<file path="config.mk">
export PLATFORM = sky130hd
export DESIGN_NAME = sync_tx_feeder
export DESIGN_NICKNAME = d
export VERILOG_FILES = /design/src/rtl/sync_tx_feeder_pkg.sv /design/src/rtl/sync_tx_fifo.sv /design/src/rtl/sync_tx_feeder.sv
export SDC_FILE = /design/constraint.sdc
export NUM_CORES = 1
export LEC_CHECK = 0
export CAP_MARGIN = 20
export CELL_PAD_IN_SITES_DETAIL_PLACEMENT = 0
export CELL_PAD_IN_SITES_GLOBAL_PLACEMENT = 1
export CORE_UTILIZATION = 40
export DETAILED_ROUTE_END_ITERATION = 10
export GPL_TIMING_DRIVEN = 0
export PLACE_DENSITY_LB_ADDON = 0.08
export SYNTH_ARGS = -nofsm -noshare
export SYNTH_HDL_FRONTEND = slang
export SYNTH_SLANG_ARGS = --single-unit
</file>
<file path="constraint.sdc">
create_clock -name clk_tx -period 6.55 [get_ports clk_tx]
set_input_delay 1.31 -clock clk_tx [delete_from_list [all_inputs] [get_ports clk_tx]]
set_output_delay 1.31 -clock clk_tx [all_outputs]
set_load 0.05 [all_outputs]
</file>
<file path="src/rtl/sync_tx_feeder_pkg.sv">
// Shared definitions for the transmit-side feeder of the 4-phase synchronizer.
// Holds the data width, the FSM state encoding and the default phase timeout.
package sync_tx_feeder_pkg;

   localparam int DATA_MSB        = 31;
   localparam int TIMEOUT_DEFAULT = 64;

   typedef enum logic [1:0] {
      IDLE = 2'd0,
      REQ  = 2'd1,
      REL  = 2'd2
   } state_t;

endpackage

</file>
<file path="src/rtl/sync_tx_fifo.sv">
// Single-clock show-ahead FIFO; push lands after 1 edge, head is visible combinationally.
// Backpressure: full is registered, a push while full is dropped even with a concurrent pop.
module sync_tx_fifo #(
   parameter int DATA_W = 32,
   parameter int DEPTH  = 4,
   parameter int CNT_W  = $clog2(DEPTH) + 1
) (
   input  logic              clk,
   input  logic              rst_n,
   input  logic              push,
   input  logic [DATA_W-1:0] wr_data,
   input  logic              pop,
   output logic [DATA_W-1:0] rd_data,
   output logic              full,
   output logic [CNT_W-1:0]  level
);

   localparam int PTR_W = $clog2(DEPTH);

   logic [DATA_W-1:0] mem [DEPTH];
   logic [PTR_W-1:0]  wr_ptr;
   logic [PTR_W-1:0]  rd_ptr;
   logic [CNT_W-1:0]  level_nxt;
   logic              do_push;
   logic              do_pop;

   assign do_push = push && !full;
   assign do_pop  = pop && (level != '0);
   assign rd_data = mem[rd_ptr];

   always_comb begin
      level_nxt = level;
      if (do_push && !do_pop)
         level_nxt = level + CNT_W'(1);
      else if (!do_push && do_pop)
         level_nxt = level - CNT_W'(1);
   end

   // Pointers wrap naturally because DEPTH is a power of two.
   always_ff @(posedge clk or negedge rst_n) begin
      if (!rst_n) begin
         wr_ptr <= '0;
         rd_ptr <= '0;
         level  <= '0;
         full   <= 1'b0;
      end else begin
         if (do_push)
            wr_ptr <= wr_ptr + PTR_W'(1);
         if (do_pop)
            rd_ptr <= rd_ptr + PTR_W'(1);
         level <= level_nxt;
         full  <= (level_nxt == CNT_W'(DEPTH));
      end
   end

   always_ff @(posedge clk) begin
      if (do_push)
         mem[wr_ptr] <= wr_data;
   end

endmodule

</file>
<file path="src/rtl/sync_tx_feeder.sv">
// Buffers core words and drives the synchronizer with a 4-phase vi/snt handshake; optional timeout via SYNC_TX_TIMEOUT_EN.
// Latency: push at edge N into an idle, empty feeder gives vi=1 with valid indata after edge N+1.
// Backpressure: core sees only full/level; the handshake never stalls the push side.
module sync_tx_feeder
   import sync_tx_feeder_pkg::*;
#(
   parameter int DATA_W  = DATA_MSB + 1,
   parameter int DEPTH   = 4,
   parameter int CNT_W   = $clog2(DEPTH) + 1,
   parameter int TIMEOUT = TIMEOUT_DEFAULT
) (
   input  logic              clk_tx,
   input  logic              reset,
   input  logic              wr_en,
   input  logic [DATA_W-1:0] wr_data,
   output logic              full,
   output logic [CNT_W-1:0]  level,
   output logic [DATA_W-1:0] indata,
   output logic              vi,
   input  logic              snt,
   output logic              busy,
   output logic              err
);

   state_t            state;
   logic [DATA_W-1:0] head;
   logic              launch;

   // A stale acknowledge (snt still high) holds off the next launch.
   assign launch = (state == IDLE) && (level != '0) && !snt;
   assign busy   = (state != IDLE) || (level != '0);

   sync_tx_fifo #(
      .DATA_W (DATA_W),
      .DEPTH  (DEPTH),
      .CNT_W  (CNT_W)
   ) u_fifo (
      .clk     (clk_tx),
      .rst_n   (reset),
      .push    (wr_en),
      .wr_data (wr_data),
      .pop     (launch),
      .rd_data (head),
      .full    (full),
      .level   (level)
   );

   always_ff @(posedge clk_tx or negedge reset) begin
      if (!reset) begin
         state  <= IDLE;
         vi     <= 1'b0;
         indata <= '0;
      end else begin
         case (state)
            IDLE: begin
               if (launch) begin
                  state  <= REQ;
                  vi     <= 1'b1;
                  indata <= head;
               end
            end
            REQ: begin
               if (snt) begin
                  state <= REL;
                  vi    <= 1'b0;
               end
            end
            REL: begin
               if (!snt)
                  state <= IDLE;
            end
            default: begin
               state <= IDLE;
               vi    <= 1'b0;
            end
         endcase
      end
   end

`ifdef SYNC_TX_TIMEOUT_EN
   localparam int TMO_W = $clog2(TIMEOUT + 1);

   logic [TMO_W-1:0] phase_cnt;
   logic             state_chg;

   assign state_chg = launch || ((state == REQ) && snt) || ((state == REL) && !snt);

   // Counts edges spent in the current REQ/REL phase; err fires on the edge it hits TIMEOUT.
   always_ff @(posedge clk_tx or negedge reset) begin
      if (!reset) begin
         phase_cnt <= '0;
         err       <= 1'b0;
      end else if (state_chg) begin
         phase_cnt <= '0;
      end else if ((state != IDLE) && (phase_cnt != TMO_W'(TIMEOUT))) begin
         phase_cnt <= phase_cnt + TMO_W'(1);
         if (phase_cnt == TMO_W'(TIMEOUT - 1))
            err <= 1'b1;
      end
   end
`else
   logic unused_timeout;

   assign unused_timeout = ^TIMEOUT;
   assign err            = 1'b0;
`endif

endmodule

</file>
* After elaboration in Yosys (flattened, before gate mapping)
Memory sizes are Yosys's and may differ from the RTL's. A register that Yosys moved wholly into a read port is not among the register bits.
Index checks and enable logic that the tools add are counted.
W data, S select, Z words.
** Cells by class
- Bitwise logic cells :: 1
- Eq/ne operators :: 6
- Reduce and logical (&&, ||, !) cells :: 18
- Muxes and demuxes :: 11
- Add/subtract/negate cells :: 4
** Operators with widths (count)
- $logic_and A1 B1 Y1 :: 6
- $mux W2 :: 3
- $mux W3 :: 2
- $pmux W2 S3 :: 1
- $reduce_and A3 Y1 :: 2
- $logic_not A1 Y1 :: 5
- $add A2 B1 Y2 const B :: 2
- $mux W1 :: 4
- $ne A2 B2 Y1 const B :: 2
- $add A3 B1 Y3 const B :: 1
- $eq A3 B3 Y1 const B :: 1
- $pmux W1 S3 :: 1
- $reduce_bool A3 Y1 :: 1
- $sub A3 B1 Y3 const B :: 1
- $eq A2 B1 Y1 const B :: 1
- $eq A2 B2 Y1 const B :: 1
- $logic_not A2 Y1 :: 1
- $ne A2 B1 Y1 const B :: 1
- $reduce_and A2 Y1 :: 1
- $reduce_bool A2 Y1 :: 1
- $logic_or A1 B1 Y1 :: 1
- $not A1 Y1 :: 1
** Word-level totals
- Output and inout bits :: 39
- Bits in registers :: 11
- Memory bits (writable) :: 128
- Memories :: 1
** Memories
- u_fifo.mem :: words 4, bits a word 32, rd ports 1, clocked after memory_dff 1, write ports 1, line sync_tx_fifo.sv:20 : logic [DATA_W-1:0] mem [DEPTH];

* Logic depth before layout (Yosys ltp)
Gate-level depths: netlist of run 1.
- Word-level depth :: 8
- Gate-level depth with buffers :: 7

* Hierarchy
From an unflattened synthesis of run 1, not the netlist that was laid out.
** Unflattened totals
- Cell total of the unflattened synthesis :: 306
- Area, all modules :: 6651.4 um^2
** By module, submodules not included
- sync_tx_fifo :: seq. area each 4043.9 um^2, instances 1, area each 5173.7 um^2, cells an instance 220
- sync_tx_feeder :: seq. area each 875.8 um^2, instances 1, area each 1477.7 um^2, cells an instance 86

* Worst setup path after synthesis of run 1
No wires, ideal clock.
- Kind :: input to register
- Start point :: in wr_en
- End point :: mem u_fifo.mem[0][0], enable pin
- Library setup time :: 392 ps
- Data required time :: 6158 ps
- Path buffers :: 2
- Arrival time :: 2707 ps
- Stages :: 4
- Path slack :: 3450 ps
- Cell sequence :: nor2b_1 -> clkbuf_1 -> buf_2 -> and2_1
** On the way
- Cells in the longest elaborated chain, start to end :: 3
** RTL lines
- from (decl) :: line sync_tx_feeder.sv:14 : input logic wr_en,
- $logic_and A1 B1 Y1 :: line sync_tx_fifo.sv:27 : assign do_push = push && !full;
- $mux W1 :: line sync_tx_fifo.sv:57 : if (do_push)
- $mux W1 (not written as such) :: line sync_tx_fifo.sv:58 : mem[wr_ptr] <= wr_data;
- to (decl) :: line sync_tx_fifo.sv:20
No other way between the ends.

* Final worst setup path of run 1
- Start point :: reg u_fifo.level[0]
- End point :: out busy
** On the way
- Cells in the longest elaborated chain, start to end :: 2
** RTL lines
- from (decl) :: line sync_tx_fifo.sv:15 : output logic [CNT_W-1:0] level
- from (signal assigned) :: line sync_tx_fifo.sv:51 : level <= level_nxt;
- $reduce_bool A3 Y1 :: line sync_tx_feeder.sv:31 : assign busy = (state != IDLE) || (level != '0);
- $logic_or A1 B1 Y1 :: line sync_tx_feeder.sv:31
- to (decl) :: line sync_tx_feeder.sv:21 : output logic busy,
No other way between the ends.

==> impl_metrics.csv, run 1 <==
group,metric,value,unit
worst_hold_path,min_path_type,"reg -> reg",
placed_design,portBuffers,73,
timing,finalCritPeriodShare,56.28,%
timing,tightestPinTransition,0.7261,ns
global_routing,grt_overflow,0,
layout,multi_input_area,1593,um^2
route,drt-met1-wl,5420,um
global_routing,grt_usage,15.81,%
yosys,yosys-top-cells-area,"edfxtp_1 58%, dfrtp_1 16%, mux4_2 11%, mux2_4 6.1%, ha_1 1.3%",
yosys,synth.net_count,348,
worst_setup_path,end_kind,"output port",
layout,diodes,0,
layout,seqCellArea,4920,um^2
yosys,ys_warn_count,0,
yosys,synth_compound_area_share,1.448,%
clock_tree,postCtsSetupRepairBufs,0,
yosys,ys_ff_latch,171,
floorplan,fp-row-count,46,
floorplan,boundaryPins,75,
route,ant_nets,0,
timing,rsz0062_at_grt,"no",
yosys,post_synth.cell_area_avg,21.81,um^2
route,dr_wl_met2,5826,um
floorplan,die-area,17150,um^2
route,drt_iter0_drc,164,
layout,fillers,1291,
layout,nets,445,
yosys,synthTopCellsByCount,"128 x edfxtp_1, 43 x dfrtp_1, 32 x mux4_2",
yosys,synth.distinct_cells,39,
yosys,async_flop_share,25.15,%
yosys,synth_most_common_cell,"edfxtp_1",
clock_tree,cts_hold_buf,0,
yosys,syn_inst,305,
worst_setup_path,crit_required,5.24,ns
timing,max_freq,0.2713,GHz
yosys,synth_top_family_by_area,"multiplexers",
yosys,ys_seq_area_share,73.95,%
global_routing,antenna_found_initial,0,
route,dr.pass1.iters,4,
worst_setup_path,setup.worst_path.class,"reg -> out",
global_routing,grt_pass1_vias,3319,
yosys,synth_xor_area_share,0.9028,%
layout,area_growth_syn_to_layout,25.20,%
yosys,muxShareOfSynthArea,17.77,%
yosys,syn_area,6653,um^2
pwr,irDropWorstVdd,0.2411,mV
route,wl,11850,um
timing,timing.clock.skew,0.009206,ns
route,drc,0,
timing,slew_headroom,51.59,%
floorplan,start_util,41.43,%
clock_tree,clkTransAtPathRegs,0.06,ns
worst_setup_path,worst-path-max-fanout,5,
timing,slew_violations,0,
floorplan,die_height,131.0,um
clock_tree,cts_made_buffers,17,
worst_setup_path,startpoint_type,"flop",
floorplan,dieWidth,131.0,um
timing,min_period,3.686,ns
worst_setup_path,cp_data_arrival_time,2.38,ns
pwr,total_power,4205,uW
route,wl_per_cell,18.77,um
placed_design,hpwlAfterDp,7337,um
clock_tree,cts_resized,0,
timing,setup_violations,0,
layout,drive_gt1_share,28.67,%
yosys,synth-main-ff-cell,"edfxtp_1",
global_routing,grt_pass1_wl,18810,um
pwr,powerDensity,504.8,nW/um^2
timing,hold_viol,0,
global_routing,grt_max_degree,27,
route,wl_met3,398,um
clock_tree,tritoncts,"yes",
route,vias,3089,
status,status,"completed",
yosys,synth_edf_count,128,
floorplan,core_area,16060,um^2
clock_tree,cts_buffer_depth,2,
pwr,cellLeakagePower,0.002949,uW
clock_tree,htree_levels,4,
timing,finalSetupTns,0,ns
route,via_per_inst,4.895,
yosys,synth_top_cell_area_share,57.78,%
flow_run,cap_viol_max_count,0,
yosys,synth_fa_ha_area_share,1.317,%
clock_tree,clk_latency,0.43,ns
clock_tree,cts_root_buf,"clkbuf_16",
yosys,synthSimpleGateAreaFrac,2.370,%
route,top_layer_used,"met4",
yosys,yosysTopAreaCell,"edfxtp_1",
placed_design,place_congestion,0.6647,
clock_tree,cts_sinks,171,
## worst max-delay path, stage by stage, from the launching register on
cell	delay, ns
dfrtp_1	0.45
inv_1	0.15
ha_1	0.22
nand2b_1	0.11
or3_1	0.31
clkdlybuf4s50_1	0.71
## cell type report
| class | count | share of cell area [%] |
|---|---|---|
| Multi-Input combinational cell | 115 | 19.12 |
| Clock inverter | 15 | 1.803 |
| Sequential cell | 171 | 59.07 |
| Inverter | 4 | 0.1803 |
| Timing Repair Buffer | 78 | 9.914 |
| Tap cell | 216 | 3.245 |
| Clock buffer | 17 | 5.107 |
| Buffer | 15 | 1.562 |
## layout by cell type (no fill, tap or decap), drive strengths merged
cell,n
buf,17
clkinv,7
edfxtp,128
mux4,32
clkbuf,21
inv,5
xnor2,5
conb,1
or4b,1
nand2b,3
xor2,1
o21a,1
o311ai,1
mux2,32
nor3b,1
nor2b,1
ha,7
and2b,1
and2,5
clkdlybuf4s50,72
nor3,4
a32oi,1
o22ai,1
clkinvlp,5
nand2,2
nor2,2
a21oi,2
o21ai,6
a221oi,1
or3,2
nand3,1
dfrtp,43
bufinv,2
o211a,1
## flip-flops by register name, indices dropped and copies added, names as in the netlist
signal / cells
state: 2
u_fifo.wr_ptr: 2
u_fifo.rd_ptr: 2
u_fifo.full: 1
indata: 32
u_fifo.level: 3
u_fifo.mem: 128
vi: 1
## per-stage QoR
step                cells  hold WS [ns]  utilization (%)  setup slack [ns]  instance area [um^2]
floorplan             305        0.4889                -             3.450                  6653
global placement      594        0.4788            47.66             2.125                  7654
detailed placement    599        0.4900            48.29             3.053                  7754
CTS                   631        0.5045            51.87             2.835                  8329
global route          631        0.5272            51.87             2.749                  8329
finish                631        0.5005            51.87             2.864                  8329
## layer usage
| layer | vias up | global-route usage, % |
|---|---|---|
| met5 | - | 0 |
| met4 | 0 | 6.897 |
| met3 | 15 | 4.194 |
| met2 | 64 | 24.99 |
| met1 | 1602 | 20.67 |
| li1 | 1408 | - |
## power by group
group / internal [uW] / switching (uW)
combinational: 743 / 902
clock: 559 / 415
sequential: 1470 / 119
total: 2770 / 1440
## cell families (layout without fill, tap and decap cells)
kind of cell / Yosys count / count (layout)
AND/OR/NAND/NOR: 23 / 23
multiplexers: 64 / 64
adder cells (fa/ha/maj): 7 / 7
AO/OA/AOI/OAI: 14 / 14
buffers and inverters: 19 / 129
XOR/XNOR: 6 / 6
other: 1 / 1
flip-flops: 171 / 171
## path summary, 6_finish.rpt
| kind | start | to | slack (ns) | cells after the start |
|---|---|---|---|---|
| max in group asynchronous | reset | indata[24] | 5.17 | 2 |
| worst min register to register | vi | vi | 0.50 | 1 |
| worst max-delay path | u_fifo.level[0] | busy | 2.86 | 5 |
| min in group asynchronous | reset | indata[10] | 0.85 | 1 |
| worst max register to register | u_fifo.full | u_fifo.mem[3][1] | 4.47 | 5 |
| worst min-delay path | vi | vi | 0.50 | 1 |
Note: power is estimated with default switching activity, not from simulation.
==> run 2: changes to the inputs <==
clock period = 3.5 ns   (was 6.55 ns; I/O delays follow)
==> results of run 2 <==
Same layout as run 1 (identical final DEF). Status: completed.
Main changes from that run: setup slack after placement 3.053 ns -> 0.6127 ns; setup slack after layout 2.864 ns -> 0.4239 ns; hold slack 0.5005 ns -> 0.2413 ns; register-to-register setup slack 4.47 ns -> 1.42 ns; total power 4205 uW -> 7869 uW; worst IR drop on VDD 0.2411 mV -> 0.4513 mV
==> run 3: changes to the inputs <==
ABC_AREA = 1   (was unset)
clock period = 2.7 ns   (was 3.5 ns; I/O delays follow)
==> impl_metrics.csv, run 3 <==
group,metric,value,unit
pwr,p_int,6837,uW
worst_hold_path,min_path_type,"reg -> reg",
floorplan,boundaryPins,75,
worst_setup_path,crit_required,2.16,ns
floorplan,start_util,41.34,%
pwr,cellLeakagePower,0.003273,uW
pwr,swShare,37.47,%
timing,hold_viol,0,
worst_setup_path,r2r-start,"u_fifo.full",
layout,nets,666,
yosys,synth.distinct_cells,26,
yosys,yosysTopAreaCell,"edfxtp_1",
flow_run,cap_viol_max_count,0,
yosys,ys_ff_latch,171,
placed_design,hpwlAfterDp,9192,um
timing,min_period,2.284,ns
yosys,synth_edf_count,128,
layout,fillers,1354,
worst_hold_path,min_from,"indata[11]",
pwr,powerDensity,1286,nW/um^2
clock_tree,cts_made_buffers,17,
status,status,"completed",
route,wl,14690,um
worst_setup_path,r2r_cells,4,
route,drt_iter0_drc,226,
timing,finalCritPeriodShare,84.59,%
layout,diodes,0,
global_routing,grt_pass1_vias,4411,
pwr,pwr-share-clk,26.2,%
worst_setup_path,startpoint_type,"flop",
layout,drive_gt1_share,11.16,%
pwr,p_comb_share,38.6,%
layout,area_growth_syn_to_layout,28.10,%
worst_setup_path,max_stage_delay,0.41,ns
layout,layout_common_cells,"128 x edfxtp_1, 109 x nand2_1, 98 x nor2_1, 71 x clkdlybuf4s50_1, 43 x dfrtp_1",
placed_design,portBuffers,73,
global_routing,grt_pass1_wl,23580,um
yosys,ys_warn_count,0,
placed_design,place_congestion,0.7065,
route,drc,0,
yosys,synthTopCellsByCount,"128 x edfxtp_1, 109 x nand2_1, 102 x nor2_1",
clock_tree,cts_buffer_depth,2,
floorplan,dieWidth,130.8,um
clock_tree,tritoncts,"yes",
yosys,async_flop_share,25.15,%
clock_tree,cts_sinks,171,
pwr,p_switching,4097,uW
worst_setup_path,end_kind,"output port",
yosys,synth_most_common_cell,"edfxtp_1",
floorplan,die-area,17120,um^2
layout,largest_register,"u_fifo.mem",
worst_setup_path,cp_data_arrival_time,1.74,ns
global_routing,grt_usage,19.05,%
yosys,synth_top_cell_area_share,57.90,%
clock_tree,clk_latency,0.43,ns
worst_hold_path,min_to,"indata[11]",
route,via_per_inst,4.919,
timing,tightestPinTransition,0.5981,ns
timing,timing.clock.skew,0.009548,ns
global_routing,grt_max_degree,35,
timing,finalSetupTns,0,ns
route,vias,4191,
worst_setup_path,worst-path-max-fanout,4,
worst_setup_path,cp_slowest_cell,"dlymetal6s2s_1",
clock_tree,cts_root_buf,"clkbuf_16",
layout,top_regs,"u_fifo.mem x128, indata x32, u_fifo.level x3",
timing,slew_violations,0,
layout,largest_register_ffs,128,
layout,final_common_cell,"edfxtp_1",
timing,hold_ws,0.4756,ns
timing,setup_violations,0,
worst_setup_path,ff2ff_setup_slack,0.83,ns
global_routing,antenna_found_initial,0,
timing,rsz0062_at_grt,"no",
yosys,syn_area,6639,um^2
worst_setup_path,setup.worst_path.class,"reg -> out",
clock_tree,htree_levels,4,
floorplan,fp-row-count,46,
yosys,synth-main-ff-cell,"edfxtp_1",
floorplan,die_height,130.8,um
yosys,yosys-top-cells-area,"edfxtp_1 58%, dfrtp_1 16%, nand2_1 6.2%, nor2_1 5.8%, o32ai_1 4.2%",
worst_hold_path,min_path_cells,2,
clock_tree,clkTransAtPathRegs,0.06,ns
floorplan,core_area,16060,um^2
pwr,irDropWorstVdd,0.6269,mV
yosys,post_synth.cell_area_avg,12.65,um^2
yosys,synth.net_count,568,
route,ant_nets,0,
timing,slew_headroom,60.03,%
pwr,seqPwrFrac,35.3,%
clock_tree,postCtsSetupRepairBufs,0,
yosys,ys_seq_area_share,74.10,%
global_routing,grt_overflow,0,
route,dr.pass1.iters,4,
worst_setup_path,cp_cell_sequence,"inv_1 > ha_1 > nand2_2 > inv_2 > nand2_1 > dlymetal6s2s_1",
yosys,syn_inst,525,
timing,max_freq,0.4379,GHz
route,wl_per_cell,17.24,um
worst_setup_path,r2r-end,"u_fifo.mem[0][26]",
-- run 3: cell types whose count changed after synthesis, sizes merged, moves of 4 or more --
cell    previous run  this run
o21ai              6        34
clkbuf             4         9
inv                4        20
mux2              32         0
o32ai              0        32
nor2               2       104
and2               5         0
mux4              32         0
xnor2              5         0
buf               11        19
nand2              2       113
nor3               4         0
-- run 3: critical path: cells and delay by family, from the launching register on --
kind / cells / cell delay [ns]
AND/OR/NAND/NOR: 2 / 0.16
flip-flops: 1 / 0.39
buffers and inverters: 3 / 0.56
adder cells (fa/ha/maj): 1 / 0.21
-- run 3: power by group through the flow --
| stage | sequential [uW] | combinational, uW | clock [uW] |
|---|---|---|---|
| detailed placement | 3910 | 4290 | 0 |
| finish | 3860 | 4220 | 2860 |
| floorplan | 4800 | 1850 | 0 |
| CTS | 3860 | 4310 | 2910 |
| global route | 3930 | 4660 | 3000 |
| global placement | 3930 | 4130 | 0 |
-- run 3: through the flow --
step                      utilization (%)  total power, uW  cells  area (um^2)  setup WS [ns]
final                               52.96            10930    852         8504         0.4162
after global routing                52.96            11590    852         8504         0.2999
after CTS                           52.95            11080    852         8502       0.002333
after detailed placement            48.45             8196    819         7780         0.1995
after global placement              47.58             8062    814         7640         -1.584
after floorplan                         -             6652    525         6639        0.09132
-- run 3: worst max path at each step --
| stage | start | end | slack [ns] |
|---|---|---|---|
| floorplan | u_fifo.full | u_fifo.mem[0][0] | 0.09 |
| global placement | wr_en | u_fifo.mem[1][11] | -1.58 |
| detailed placement | wr_en | u_fifo.mem[2][11] | 0.20 |
| CTS | u_fifo.level[0] | busy | 0.002 |
| global route | u_fifo.level[0] | busy | 0.30 |
| finish | u_fifo.level[0] | busy | 0.42 |
-- run 3: what timing repair did --
action / in CTS / in global routing
resized for setup: 0 / 1
hold buffers: 1 / 0
hold endpoints to repair: 9 / 0
endpoints found under the setup margin: 0 / 1
-- run 3: per-layer routing --
metal  up-vias  part of all wire (%)  global-route usage (%)  routed length [um]
li1       2023                     -                       -                   -
met1      2055                    46                   25.18                6715
met2       100                    48                   30.91                7096
met3        13                   4.6                   3.909                 670
met4         0                   1.4                   7.505                 204
met5         -                     0                       0                   0
-- run 3: logic make-up (layout without fill, tap and decap cells) --
logic type	Yosys count	after routing	synth area share, %
adder cells (fa/ha/maj)	7	7	1.319
other	1	1	0.05649
buffers and inverters	48	159	3.355
AO/OA/AOI/OAI	71	71	7.237
AND/OR/NAND/NOR	223	223	13.40
XOR/XNOR	4	4	0.5277
flip-flops	171	171	74.10
-- run 3: cell type report --
type / count / area [um^2] / area share (%)
inverter: 20 / 75.07 / 0.8827
clock buffer: 22 / 505.5 / 5.944
sequential: 171 / 4920 / 57.85
multi-input combinational: 306 / 1526 / 17.95
clock inverter: 10 / 206.4 / 2.428
tap: 216 / 270.3 / 3.178
buffer: 28 / 147.6 / 1.736
timing repair buffer: 79 / 853.3 / 10.03
